`config.mk`:
```
export PLATFORM = sky130hd
export DESIGN_NAME = down_timer
export DESIGN_NICKNAME = d
export VERILOG_FILES = /design/src/rtl/down_timer_pkg.sv /design/src/rtl/down_timer.sv
export SDC_FILE = /design/constraint.sdc
export NUM_CORES = 1
export LEC_CHECK = 0
export CAP_MARGIN = 40
export CELL_PAD_IN_SITES_DETAIL_PLACEMENT = 1
export CELL_PAD_IN_SITES_GLOBAL_PLACEMENT = 1
export CORE_ASPECT_RATIO = 1.1
export CORE_MARGIN = 2
export CORE_UTILIZATION = 37
export CTS_BUF_LIST = sky130_fd_sc_hd__clkbuf_16
export DETAILED_ROUTE_END_ITERATION = 8
export HOLD_SLACK_MARGIN = 0.06
export PLACE_DENSITY_LB_ADDON = 0.1
export SLEW_MARGIN = 30
export SYNTH_ARGS = -nofsm -noshare
export SYNTH_HDL_FRONTEND = slang
export SYNTH_SLANG_ARGS = --single-unit
```
`constraint.sdc`:
```
create_clock -name clk -period 2.1 [get_ports clk]
set_clock_uncertainty 0.15 [all_clocks]
set_input_delay 0.42 -clock clk [delete_from_list [all_inputs] [get_ports clk]]
set_output_delay 0.42 -clock clk [all_outputs]
set_load 0.1 [all_outputs]
```
`src/rtl/down_timer_pkg.sv`:
```
// Shared definitions for the timer/counter family: FSM state encoding and
// the period clamp used when a new period is written.
package down_timer_pkg;

    typedef enum logic [0:0] {
        StIdle = 1'b0,
        StRun  = 1'b1
    } state_e;

    // Limit a requested period to the largest value the counter may hold.
    function automatic int unsigned clamp_period(input int unsigned val,
                                                 input int unsigned max_val);
        return (val > max_val) ? max_val : val;
    endfunction

endpackage

```
`src/rtl/down_timer.sv`:
```
// Loadable down-counting timer. Counts a programmable period down to zero on
// clock-enable ticks, pulses tc for one cycle at each terminal tick and can
// optionally reload itself to act as a periodic tick generator.
module down_timer
    import down_timer_pkg::*;
#(
    parameter int unsigned N     = 8,
    parameter int unsigned WIDTH = $clog2(N)
) (
    input  logic             clk,
    input  logic             rst,
    input  logic             i_ce,
    input  logic             i_load,
    input  logic [WIDTH:0]   i_load_val,
    input  logic             i_start,
    input  logic             i_stop,
    input  logic             i_auto_reload,
    output logic [WIDTH:0]   o_y,
    output logic             o_tc,
    output logic             o_busy
);

    localparam int unsigned W = WIDTH + 1;

    state_e         r_state;
    logic [WIDTH:0] r_y;
    logic [WIDTH:0] r_period;
    logic           r_tc;

    logic [WIDTH:0] w_load_clamped;
    logic [WIDTH:0] w_eff_period;
    logic [WIDTH:0] w_reload_val;
    logic           w_reload_ok;

    assign w_load_clamped = W'(clamp_period(32'(i_load_val), N));

    // A load in the same cycle as start takes effect immediately.
    assign w_eff_period = i_load ? w_load_clamped : r_period;

    // Auto-reload uses the stored period; a zero period cannot keep running.
    assign w_reload_val = r_period;
    assign w_reload_ok  = i_auto_reload && (r_period != '0);

    // FSM, period register, counter and terminal-count pulse.
    always_ff @(posedge clk or posedge rst) begin
        if (rst) begin
            r_state  <= StIdle;
            r_y      <= '0;
            r_period <= W'(N);
            r_tc     <= 1'b0;
        end else begin
            r_tc <= 1'b0;
            if (i_load) begin
                r_period <= w_load_clamped;
            end
            case (r_state)
                StIdle: begin
                    if (i_start) begin
                        if (w_eff_period != '0) begin
                            r_y     <= w_eff_period;
                            r_state <= StRun;
                        end else begin
                            r_tc <= 1'b1;
                            r_y  <= '0;
                        end
                    end
                end
                StRun: begin
                    if (i_stop) begin
                        r_state <= StIdle;
                    end else if (i_start && (w_eff_period != '0)) begin
                        r_y <= w_eff_period;
                    end else if (i_start || (i_ce && (r_y == W'(1)))) begin
                        // Terminal tick: explicit zero-period restart or count expiry.
                        r_tc <= 1'b1;
                        if (w_reload_ok) begin
                            r_y <= w_reload_val;
                        end else begin
                            r_y     <= '0;
                            r_state <= StIdle;
                        end
                    end else if (i_ce && (r_y > W'(1))) begin
                        r_y <= r_y - W'(1);
                    end
                end
                default: begin
                    r_state <= StIdle;
                end
            endcase
        end
    end

    assign o_y    = r_y;
    assign o_tc   = r_tc;
    assign o_busy = (r_state == StRun);

endmodule

```
==> impl_metrics.json, run 1 <==
{
  "startpoint": "i_start",
  "grt-ovfl-total": 0,
  "max_slew_margin": 0.712,
  "crit_required_ps": 2070,
  "finalCriticalPeriod_ps": 2030,
  "crit_path_cell_trace": "clkdlybuf4s50_1 > nor4_2 > a211oi_1 > and3_1 > a211o_1",
  "cts_root_buffer": "clkbuf_16",
  "critPathSlowestCell": "clkdlybuf4s50_1",
  "stdcell_count": 129,
  "r2r_setup_slack_ps": 100,
  "utilization": 0.634,
  "final_antenna_net_count": 0,
  "drt_wl_total_mm": 2.34,
  "fin_crit_sh": 0.968,
  "route.detailed.drc": 0,
  "startpoint_type": "input port",
  "place.gp.congestion": 0.736,
  "fin_nets": 116,
  "yosysTopAreaCell": "dfrtp_1",
  "die_h_microns": 50.7,
  "p_per_area_nw_per_um2": 1500,
  "syn-cell-area_sq_um": 734,
  "antenna_cells": 0,
  "cts_buffers": 3,
  "track_usage": 0.245,
  "worst-path-max-fanout": 5,
  "vdd_drop_max_v": 0.000681,
  "cts_buffer_depth": 2,
  "dp_hpwl_mm": 1.59,
  "wl_per_cell_microns": 18.1,
  "yosysUniqueCellTypes": 35,
  "drive_above_1_share": 0.402,
  "synth.most_common_cell": "dfrtp_1",
  "drv_cap": 0,
  "p_leak_nw": 0.480,
  "yosysSeqAreaShare": 0.342,
  "ys.warnings.count": 0,
  "cts_tree": "built",
  "max_freq_mhz": 492,
  "worstMarginPinSlew_ps": 429,
  "async_reset_ff_frac": 1.00,
  "io_buffers": 16,
  "synth-edff-count": 0,
  "die-area_sq_um": 2360,
  "grt_max_degree": 11,
  "drv_slew": 0,
  "worstSetupEndpoint": "o_y[2]",
  "critical_path_buf_inv_count": 1,
  "dp_slack_ps": -120,
  "drt_iter0_markers": 13,
  "io_pins": 17,
  "hold_viol": 0,
  "antenna_found_initial": 0,
  "synth_fp_nets": 84,
  "avgSynthCellArea_sq_um": 10.3,
  "reg2reg_depth": 6,
  "post-place-cells": 124,
  "grt_pass1_vias": 781,
  "fin_total_pwr_w": 0.00173,
  "syn_to_final_growth_pct": 57.2,
  "synth_common_cells": "dfrtp_1 (9), inv_1 (8), nand2_1 (5)",
  "synth_top_area_frac": 0.307,
  "setup_ws_ps": 66.9,
  "dr.pass1.iters": 4,
  "rsz0062_at_grt": "true",
  "crit_cells": 5,
  "clk_pin_slew_ps": 40,
  "dr_total_vias": 697,
  "cts_sinks": 10,
  "tns_ps": 0,
  "fp-row-count": 16,
  "r2r_start": "o_y[1]",
  "grt_pass1_wl_mm": 3.97,
  "die_w_microns": 46.5,
  "clk_latency_ps": 240,
  "synth.area.top_cells": "dfrtp_1 (31%), inv_1 (4.1%), mux2_4 (4.1%)",
  "status": "complete, no violations",
  "crit_type": "input port to register",
  "cp.arrival_ps": 2000,
  "crit_path_max_incr_delay_ps": 530,
  "initial_core_util": 0.403,
  "htree_levels": 1,
  "synth_seq_cells": 10,
  "finalSetupViolCount": 0,
  "core_sq_um": 1820,
  "min_path_type": "input port to async pin",
  "worst_r2r_endpoint": "o_y[1]",
  "routed_via_density": 5.40,
  "synthCells": 71,
  "crit_path_end_kind": "register",
  "path_delay_family": "simple AND/OR/NAND/NOR gates",
  "ctsHoldBuffers": 0,
  "ys.flop_type": "dfrtp_1"
}
[report_power, final]
group / switching [W] / internal (W) / total [W]
clock network: 0.0000913 / 0.000250 / 0.000341
registers: 0.0000937 / 0.000262 / 0.000356
logic: 0.000605 / 0.000426 / 0.00103
total: 0.000790 / 0.000938 / 0.00173
[placed cells by master, fill, tap and decap left out, types with 2 or more instances in the layout]
| cell type | netlist | layout |
|---|---|---|
| a211oi_1 | 2 | 2 |
| a21oi_1 | 3 | 3 |
| buf_12 | 0 | 5 |
| buf_4 | 0 | 14 |
| clkbuf_16 | 0 | 3 |
| clkdlybuf4s50_1 | 0 | 10 |
| dfrtp_1 | 9 | 4 |
| dfrtp_2 | 0 | 3 |
| dfrtp_4 | 0 | 2 |
| ha_1 | 2 | 2 |
| inv_1 | 8 | 9 |
| mux2_4 | 2 | 2 |
| nand2_1 | 5 | 5 |
| nand3_1 | 3 | 3 |
| nand3b_1 | 3 | 3 |
| nor2_1 | 2 | 2 |
| nor3_1 | 3 | 3 |
| nor4_2 | 2 | 2 |
| o21ai_1 | 3 | 3 |
| o22ai_1 | 2 | 2 |
[routing by layer]
| metal | vias up | track usage | share of wire |
|---|---|---|---|
| met5 | - | 0 | 0 |
| met2 | 28 | 0.384 | 0.50 |
| li1 | 329 | - | - |
| met3 | 10 | 0.0252 | 0.036 |
| met1 | 330 | 0.311 | 0.43 |
| met4 | 0 | 0.148 | 0.042 |
[state kept, by name (all words and copies together) (netlist names)]
register  count
o_tc          1
o_busy        1
r_period      4
o_y           4
[final cells by class]
class                   instances  area [sq um]
clock inverters                 1          3.75
clock buffers                   3          75.1
flip-flops and latches         10           263
multi-input cells              51           444
fillers                       197           667
well taps                      27          33.8
repair buffers                 29           305
inverters                       8          30.0
[timing repair]
item                                    in CTS  in global routing
gates resized for setup                      0                  1
hold endpoints to repair                     0                  0
setup buffers                                0                  1
endpoints found under the setup margin       0                  3
[metrics by stage]
| step | area [sq um] | hold WS, ps |
|---|---|---|
| 2_1_floorplan | 746 | 109 |
| 3_3_place_gp | 1060 | 423 |
| 3_5_place_dp | 1060 | 448 |
| 4_1_cts | 1140 | 348 |
| 5_1_grt | 1150 | 364 |
| 6_report | 1150 | 332 |
[kinds of logic (layout without fill, tap and decap cells)]
logic type	after synthesis	in the layout	synth area share
multiplexers	3	3	0.0562
adder cells (fa/ha/maj)	2	2	0.0341
AO/OA/AOI/OAI	19	19	0.244
XOR/XNOR	2	2	0.0239
buffers and inverters	10	41	0.0630
AND/OR/NAND/NOR	25	25	0.237
flip-flops	10	10	0.342
[how the worst min path moves through the flow]
stage / slack, ps / start / cells after the start / end
floorplan: 110 / rst / 1 / o_tc
global placement: 420 / o_y[1] / 2 / o_y[1]
detailed placement: 450 / r_period[2] / 2 / r_period[2]
CTS: 350 / rst / 2 / o_tc
global route: 360 / rst / 2 / o_tc
finish: 330 / rst / 2 / o_tc
No activity file was read; power rests on OpenSTA's default activity.
==> inputs of run 2 (changes only) <==
--- a/config.mk
+++ b/config.mk
@@ -12,6 +12,7 @@
 export CORE_MARGIN = 2
 export CORE_UTILIZATION = 37
 export CTS_BUF_LIST = sky130_fd_sc_hd__clkbuf_16
+export CTS_CLUSTER_SIZE = 14
 export DETAILED_ROUTE_END_ITERATION = 8
 export HOLD_SLACK_MARGIN = 0.06
 export PLACE_DENSITY_LB_ADDON = 0.1
==> results of run 2 <==
No change in the layout: final DEF, timing and power equal those of run 1.
